[src/rtl/ecc_point_seq.sv]
// ecc_point_seq: sequences a single GFAU through affine EC point addition (optional doubling) over GF(p).
// Latency: accept -> CHECK -> per op (ISSUE + WAIT) -> FIN; a degenerate input finishes 3 cycles after i_start.
// Backpressure: i_start is taken only in IDLE; each GFAU op waits for i_gf_done or aborts after TIMEOUT_CYCLES.
//
// Ports:
//   i_clk, i_rst               clock, synchronous active-high reset
//   i_start, i_double          request (IDLE only), doubling select
//   i_x1,i_y1,i_x2,i_y2,i_a    operand points and curve coefficient a
//   i_prime                    field prime; the GFAU owns the modulus, so it is not consumed here
//   o_busy,o_done,o_err        status; o_err is 0 ok, 1 degenerate, 2 GFAU timeout (valid with o_done)
//   o_x3,o_y3                  result point, held until the next completion
//   o_gf_in_0,o_gf_in_1,o_gf_op,o_gf_start / i_gf_result,i_gf_done   GFAU handshake
//
// Build option: define ECC_POINT_DOUBLE_EN to enable the point-doubling prefix program.
module ecc_point_seq #(
    parameter int WIDTH          = 32,
    parameter int TIMEOUT_CYCLES = 1023
) (
    input  logic             i_clk,
    input  logic             i_rst,
    input  logic             i_start,
    input  logic             i_double,
    input  logic [WIDTH-1:0] i_x1,
    input  logic [WIDTH-1:0] i_y1,
    input  logic [WIDTH-1:0] i_x2,
    input  logic [WIDTH-1:0] i_y2,
    input  logic [WIDTH-1:0] i_prime,
    input  logic [WIDTH-1:0] i_a,
    output logic             o_busy,
    output logic             o_done,
    output logic [1:0]       o_err,
    output logic [WIDTH-1:0] o_x3,
    output logic [WIDTH-1:0] o_y3,
    output logic [WIDTH-1:0] o_gf_in_0,
    output logic [WIDTH-1:0] o_gf_in_1,
    output logic [1:0]       o_gf_op,
    output logic             o_gf_start,
    input  logic [WIDTH-1:0] i_gf_result,
    input  logic             i_gf_done
);

    localparam logic [2:0] S_IDLE  = 3'd0;
    localparam logic [2:0] S_CHECK = 3'd1;
    localparam logic [2:0] S_ISSUE = 3'd2;
    localparam logic [2:0] S_WAIT  = 3'd3;
    localparam logic [2:0] S_FIN   = 3'd4;

    localparam logic [1:0] OP_ADD  = 2'd0;
    localparam logic [1:0] OP_SUB  = 2'd1;
    localparam logic [1:0] OP_MULT = 2'd2;
    localparam logic [1:0] OP_DIV  = 2'd3;

    // operand sources
    localparam logic [3:0] SRC_X1 = 4'd0;
    localparam logic [3:0] SRC_Y1 = 4'd1;
    localparam logic [3:0] SRC_X2 = 4'd2;
    localparam logic [3:0] SRC_Y2 = 4'd3;
    localparam logic [3:0] SRC_A  = 4'd4;
    localparam logic [3:0] SRC_T0 = 4'd5;
    localparam logic [3:0] SRC_T1 = 4'd6;
    localparam logic [3:0] SRC_L  = 4'd7;
    localparam logic [3:0] SRC_X3 = 4'd8;

    // result destinations
    localparam logic [2:0] DST_T0 = 3'd0;
    localparam logic [2:0] DST_T1 = 3'd1;
    localparam logic [2:0] DST_L  = 3'd2;
    localparam logic [2:0] DST_X3 = 3'd3;
    localparam logic [2:0] DST_Y3 = 3'd4;

    localparam int             CW       = $clog2(TIMEOUT_CYCLES + 1);
    localparam logic [CW-1:0]  CNT_LAST = CW'(TIMEOUT_CYCLES - 1);

    logic [2:0]       r_state;
    logic [3:0]       r_step;
    logic [CW-1:0]    r_cnt;
    logic             r_dbl;
    logic [WIDTH-1:0] r_x1, r_y1, r_x2, r_y2, r_a;
    logic [WIDTH-1:0] r_t0, r_t1, r_l, r_tx3, r_ty3;
    logic             r_busy, r_done, r_gf_start;
    logic [1:0]       r_err, r_gf_op;
    logic [WIDTH-1:0] r_x3, r_y3, r_gf_in_0, r_gf_in_1;

    logic [1:0]       w_op;
    logic [3:0]       w_s0, w_s1;
    logic [2:0]       w_dst;
    logic             w_last;
    logic [3:0]       w_aidx;
    logic [WIDTH-1:0] w_in0, w_in1;

    // The GFAU holds the modulus; i_prime is part of the request bundle only.
    // i_double/i_a are also folded here so a build without doubling stays lint-quiet.
    logic w_unused;
    assign w_unused = ^{i_prime, i_double, i_a, i_y2};

    // Program decode. The doubling prefix occupies steps 0-5, after which the
    // add program resumes at its step 3, so add index = step - 3.
    always_comb begin
        w_op   = OP_ADD;
        w_s0   = SRC_X1;
        w_s1   = SRC_X1;
        w_dst  = DST_T0;
        w_aidx = r_step;
`ifdef ECC_POINT_DOUBLE_EN
        if (r_dbl) begin
            w_aidx = r_step - 4'd3;
        end
`endif
        w_last = (w_aidx == 4'd8);
        case (w_aidx)
            4'd0:    begin w_op = OP_SUB;  w_s0 = SRC_Y2; w_s1 = SRC_Y1; w_dst = DST_T0; end
            4'd1:    begin w_op = OP_SUB;  w_s0 = SRC_X2; w_s1 = SRC_X1; w_dst = DST_T1; end
            4'd2:    begin w_op = OP_DIV;  w_s0 = SRC_T0; w_s1 = SRC_T1; w_dst = DST_L;  end
            4'd3:    begin w_op = OP_MULT; w_s0 = SRC_L;  w_s1 = SRC_L;  w_dst = DST_T0; end
            4'd4:    begin w_op = OP_SUB;  w_s0 = SRC_T0; w_s1 = SRC_X1; w_dst = DST_T0; end
            4'd5:    begin w_op = OP_SUB;  w_s0 = SRC_T0; w_s1 = SRC_X2; w_dst = DST_X3; end
            4'd6:    begin w_op = OP_SUB;  w_s0 = SRC_X1; w_s1 = SRC_X3; w_dst = DST_T1; end
            4'd7:    begin w_op = OP_MULT; w_s0 = SRC_L;  w_s1 = SRC_T1; w_dst = DST_T0; end
            4'd8:    begin w_op = OP_SUB;  w_s0 = SRC_T0; w_s1 = SRC_Y1; w_dst = DST_Y3; end
            default: begin w_op = OP_ADD;  w_s0 = SRC_X1; w_s1 = SRC_X1; w_dst = DST_T0; end
        endcase
`ifdef ECC_POINT_DOUBLE_EN
        if (r_dbl && (r_step < 4'd6)) begin
            w_last = 1'b0;
            case (r_step)
                4'd0:    begin w_op = OP_MULT; w_s0 = SRC_X1; w_s1 = SRC_X1; w_dst = DST_T0; end
                4'd1:    begin w_op = OP_ADD;  w_s0 = SRC_T0; w_s1 = SRC_T0; w_dst = DST_T1; end
                4'd2:    begin w_op = OP_ADD;  w_s0 = SRC_T1; w_s1 = SRC_T0; w_dst = DST_T1; end
                4'd3:    begin w_op = OP_ADD;  w_s0 = SRC_T1; w_s1 = SRC_A;  w_dst = DST_T1; end
                4'd4:    begin w_op = OP_ADD;  w_s0 = SRC_Y1; w_s1 = SRC_Y1; w_dst = DST_T0; end
                default: begin w_op = OP_DIV;  w_s0 = SRC_T1; w_s1 = SRC_T0; w_dst = DST_L;  end
            endcase
        end
`endif
    end

    function automatic logic [WIDTH-1:0] f_src(
        input logic [3:0]       sel,
        input logic [WIDTH-1:0] x1, y1, x2, y2, a, t0, t1, l, x3
    );
        case (sel)
            SRC_X1:  f_src = x1;
            SRC_Y1:  f_src = y1;
            SRC_X2:  f_src = x2;
            SRC_Y2:  f_src = y2;
            SRC_A:   f_src = a;
            SRC_T0:  f_src = t0;
            SRC_T1:  f_src = t1;
            SRC_L:   f_src = l;
            SRC_X3:  f_src = x3;
            default: f_src = '0;
        endcase
    endfunction

    assign w_in0 = f_src(w_s0, r_x1, r_y1, r_x2, r_y2, r_a, r_t0, r_t1, r_l, r_tx3);
    assign w_in1 = f_src(w_s1, r_x1, r_y1, r_x2, r_y2, r_a, r_t0, r_t1, r_l, r_tx3);

    always_ff @(posedge i_clk) begin
        if (i_rst) begin
            r_state    <= S_IDLE;
            r_step     <= '0;
            r_cnt      <= '0;
            r_dbl      <= 1'b0;
            r_x1       <= '0;
            r_y1       <= '0;
            r_x2       <= '0;
            r_y2       <= '0;
            r_a        <= '0;
            r_t0       <= '0;
            r_t1       <= '0;
            r_l        <= '0;
            r_tx3      <= '0;
            r_ty3      <= '0;
            r_busy     <= 1'b0;
            r_done     <= 1'b0;
            r_err      <= 2'd0;
            r_x3       <= '0;
            r_y3       <= '0;
            r_gf_start <= 1'b0;
            r_gf_op    <= 2'd0;
            r_gf_in_0  <= '0;
            r_gf_in_1  <= '0;
        end else begin
            r_gf_start <= 1'b0;
            r_done     <= 1'b0;
            case (r_state)
                S_IDLE: begin
                    if (i_start) begin
                        r_x1   <= i_x1;
                        r_y1   <= i_y1;
                        r_y2   <= i_y2;
                        r_a    <= i_a;
`ifdef ECC_POINT_DOUBLE_EN
                        // doubling reuses the add tail with x2 taken as x1
                        r_dbl  <= i_double;
                        r_x2   <= i_double ? i_x1 : i_x2;
`else
                        r_dbl  <= 1'b0;
                        r_x2   <= i_x2;
`endif
                        r_err   <= 2'd0;
                        r_busy  <= 1'b1;
                        r_state <= S_CHECK;
                    end
                end
                S_CHECK: begin
                    if ((!r_dbl && (r_x1 == r_x2)) || (r_dbl && (r_y1 == '0))) begin
                        r_err   <= 2'd1;
                        r_state <= S_FIN;
                    end else begin
                        r_step  <= '0;
                        r_state <= S_ISSUE;
                    end
                end
                S_ISSUE: begin
                    r_gf_op    <= w_op;
                    r_gf_in_0  <= w_in0;
                    r_gf_in_1  <= w_in1;
                    r_gf_start <= 1'b1;
                    r_cnt      <= '0;
                    r_state    <= S_WAIT;
                end
                S_WAIT: begin
                    if (i_gf_done) begin
                        case (w_dst)
                            DST_T0:  r_t0  <= i_gf_result;
                            DST_T1:  r_t1  <= i_gf_result;
                            DST_L:   r_l   <= i_gf_result;
                            DST_X3:  r_tx3 <= i_gf_result;
                            default: r_ty3 <= i_gf_result;
                        endcase
                        r_cnt <= '0;
                        if (w_last) begin
                            r_state <= S_FIN;
                        end else begin
                            r_step  <= r_step + 4'd1;
                            r_state <= S_ISSUE;
                        end
                    end else if (r_cnt == CNT_LAST) begin
                        r_err   <= 2'd2;
                        r_state <= S_FIN;
                    end else begin
                        r_cnt <= r_cnt + 1'b1;
                    end
                end
                S_FIN: begin
                    r_done  <= 1'b1;
                    r_busy  <= 1'b0;
                    r_x3    <= (r_err == 2'd0) ? r_tx3 : '0;
                    r_y3    <= (r_err == 2'd0) ? r_ty3 : '0;
                    r_state <= S_IDLE;
                end
                default: r_state <= S_IDLE;
            endcase
        end
    end

    assign o_busy     = r_busy;
    assign o_done     = r_done;
    assign o_err      = r_err;
    assign o_x3       = r_x3;
    assign o_y3       = r_y3;
    assign o_gf_in_0  = r_gf_in_0;
    assign o_gf_in_1  = r_gf_in_1;
    assign o_gf_op    = r_gf_op;
    assign o_gf_start = r_gf_start;

endmodule
[config.mk]
export PLATFORM = sky130hd
export DESIGN_NAME = ecc_point_seq
export DESIGN_NICKNAME = d
export VERILOG_FILES = /design/src/rtl/ecc_point_seq.sv
export SDC_FILE = /design/constraint.sdc
export NUM_CORES = 1
export LEC_CHECK = 0
export ABC_AREA = 1
export ABC_CLOCK_PERIOD_IN_PS = 2450
export CAP_MARGIN = 20
export CORE_ASPECT_RATIO = 0.75
export CORE_UTILIZATION = 30
export DETAILED_ROUTE_END_ITERATION = 6
export PLACE_DENSITY = 0.62
export SYNTH_ARGS = -nofsm -noshare
export SYNTH_HDL_FRONTEND = slang
export SYNTH_SLANG_ARGS = --single-unit
[constraint.sdc]
create_clock -name i_clk -period 2.45 [get_ports i_clk]
set_input_delay 0.245 -clock i_clk [delete_from_list [all_inputs] [get_ports i_clk]]
set_output_delay 0.245 -clock i_clk [all_outputs]
set_load 0.02 [all_outputs]
==> qor.txt <==
via count - 20700
Sink Count - 483
Least-Margin Pin Slew - 939 ps
Seq cells post-synth - 483
worst-path fanout max - 21
router iterations before antenna repair - 5
slowest cell delay on critical path - 320 ps
Critical Path End Type - flip-flop
Slowest cell on crit path - dfxtp_1
final core utilization - 40.2%
total routed wirelength - 83.2 mm
r2r endpoint - o_gf_in_1[7]
first-pass GRT wire length - 123 mm
Tot GR Track Use - 23.1%
H-tree Lvls - 2
DR vias/cell - 5.21
WS Path Type - flip-flop to flip-flop
top cell type's share of synthesized area - 46.9%
Die Y - 229 microns
fin crit period - 2280 ps
Cell Chain, Critical Path - inv_1, nor2_1, nand2_1, buf_12, o22ai_1, a221oi_1, nand3_1, o21ai_0, buf_4, a21oi_1
Post-Synthesis Cells - 2743
post-DP HPWL - 59.8 mm
Max Clk Rate - 438 MHz
Clock Latency Late Sink - 630 ps
count leader, synth - dfxtp_1
Avg Inst Size Synth - 7.52 sq um
Yosys Warn Count - 0
Max Cap Violations - 0
HP Class - input pin to flip-flop
Final ANT Viol Nets - 0
CP Launch Type - flip-flop
largest net degree at the start of global routing - 96
share of layout cells above drive strength 1 - 8.96%
Ports - 364
hold-critical path depth - 3
Worst slew margin - 37.3%
worst r2r src - w_op[1]
VDD IR max - 0.452 mV
CTS tree - built
Area contributors post-synth - dfxtp_1 (47%), o21ai_0 (9.3%), a21oi_1 (8.9%)
reg2reg setup slack - 170 ps
synth cell count leaders - dfxtp_1 (483), o21ai_0 (382), a21oi_1 (367)
leak pwr - 9.77 nW
GR Util met2 - 39.4%
Distinct cells, synth - 49
largest area contributor in the netlist - dfxtp_1
DRC viols - 0
Port Buf Inserts - 330
worst hold start - i_x2[22]
crit path DAT - 2770 ps
predominant post-synthesis flop cell - dfxtp_1
number of flops mapped to enable cells by yosys - 0
period utilization - 93.1%
Die ar. - 69800 sq um
Antenna Diode Count - 0
Syn Nets - 2983
Clock Skew - 25.8 ps
nets - 3294
critical path data required time - 2940 ps
placer congestion estimate - 0.936
initial core utilization - 30.6%
GR peak layer - met2
placed cells - 3882
pwr dens - 730 nW/um^2
Synth-to-Final Area Change - 31.5%
met1 GRT Util - 28.8%
WL/cell - 20.9 microns
DRT iter0 DRCs - 2105
outcome - complete, no violations
sink of the worst hold path - r_x2[22]
final setup margin - 169 ps
Reg2Reg Depth - 10
CTS max path bufs - 3
clk root buf - clkbuf_16
Synth Cell Area - 20600 sq um
count of non-filler cells in the finished layout - 3975
vias in the first global route - 19600
Overflow after GRT - 0
pre-CTS WS - 106 ps
Synth async-reset ratio - 0%
Seq/Total Area, Yosys - 46.9%
met3 Use GR - 4.94%
setup violators final - 0
Fin. Hold Viols - 0
initial antenna violation count - 0
count of pins over their slew limit - 0
FP Rows - 82
Die X - 305 microns
cts bufs inserted - 50
hold slack - 209 ps
Core ar. - 67400 sq um
Reg clk slew, reported paths - 70 ps
-- worst max path at each step --
stage	from	end	slack (ps)	cells after the start
6_report	w_op[1]	o_gf_in_1[7]	170	10
5_1_grt	r_x2[18]	w_s0[0]	-6	18
4_1_cts	r_x2[16]	w_s0[0]	80	17
3_5_place_dp	r_x2[16]	w_s0[0]	110	17
3_3_place_gp	r_x2[16]	w_s0[2]	110	17
2_1_floorplan	r_step[0]	w_dst[0]	410	12
-- per-stage QoR --
stage / TNS, ps / instance area (sq um) / total power [mW]
after detailed placement: 0 / 25400 / 11.8
final: 0 / 27100 / 19.8
after global routing: -6.09 / 27100 / 20.6
after global placement: 0 / 25400 / 11.8
after floorplan: 0 / 20600 / 10.4
after CTS: 0 / 27100 / 19.9
-- report_power, final --
part	total, mW	switching (mW)	internal (mW)	leakage, nW
sequential	8.69	0.337	8.35	3.93
clock	8.08	3.48	4.60	0.818
combinational	3.02	1.84	1.18	5.02
total	19.8	5.66	14.1	9.77
-- flip-flops by register name, summed over array words and instances, names as in the netlist, 2 cells and up --
name / count
o_gf_in_0: 32
o_gf_in_1: 32
o_x3: 32
o_y3: 32
r_a: 32
r_l: 32
r_t0: 32
r_t1: 32
r_tx3: 32
r_ty3: 32
r_x1: 32
r_x2: 32
r_y1: 32
r_y2: 32
r_cnt: 10
r_step: 4
r_state: 3
w_dst: 3
w_s0: 3
w_s1: 3
o_err: 2
o_gf_op: 2
w_op: 2
-- placed cells by master (no fill, tap or decap), types with 50 or more instances in the layout --
| cell | instances |
|---|---|
| dfxtp_1 | 483 |
| o21ai_0 | 382 |
| a21oi_1 | 367 |
| clkdlybuf4s50_1 | 329 |
| nand2_1 | 308 |
| inv_1 | 270 |
| nor2_1 | 246 |
| o22ai_1 | 128 |
| buf_4 | 107 |
| nand3_1 | 104 |
| clkbuf_16 | 50 |
-- cells by family after synthesis --
family,Yosys count,synth area share [%]
buf+inv,507,9.68
compound gates,1001,27.0
fa+ha+maj,11,0.668
flops,483,46.9
simple gates,718,14.8
xor+xnor,23,0.977
-- area by class of cell --
type	instances	area, sq um
clock buffers	69	1410
clock inverters	22	300
fillers	6862	40300
inverters	311	1180
multi-input cells	1753	8980
flip-flops and latches	483	9670
well taps	882	1100
repair buffers	455	4470
-- critical path, delay by kind of cell (launching register included) --
kind	cells	cell delay, ps
buffers and inverters	3	620
AOI/OAI and AO/OA	4	730
and+or+nand+nor	3	490
DFF	1	320
-- layer usage --
layer	wire length, microns	vias up
met5	0	-
met4	2880	0
met3	6620	169
met2	39700	817
met1	34100	9794
li1	-	9937
-- repair_timing --
action,4_1_cts,5_1_grt
hold buffers,1,0
hold endpoints to repair,13,0
setup buffers,0,1
resized for setup,0,4
setup endpoints to repair,0,7
No activity file was read; power rests on OpenSTA's default activity.
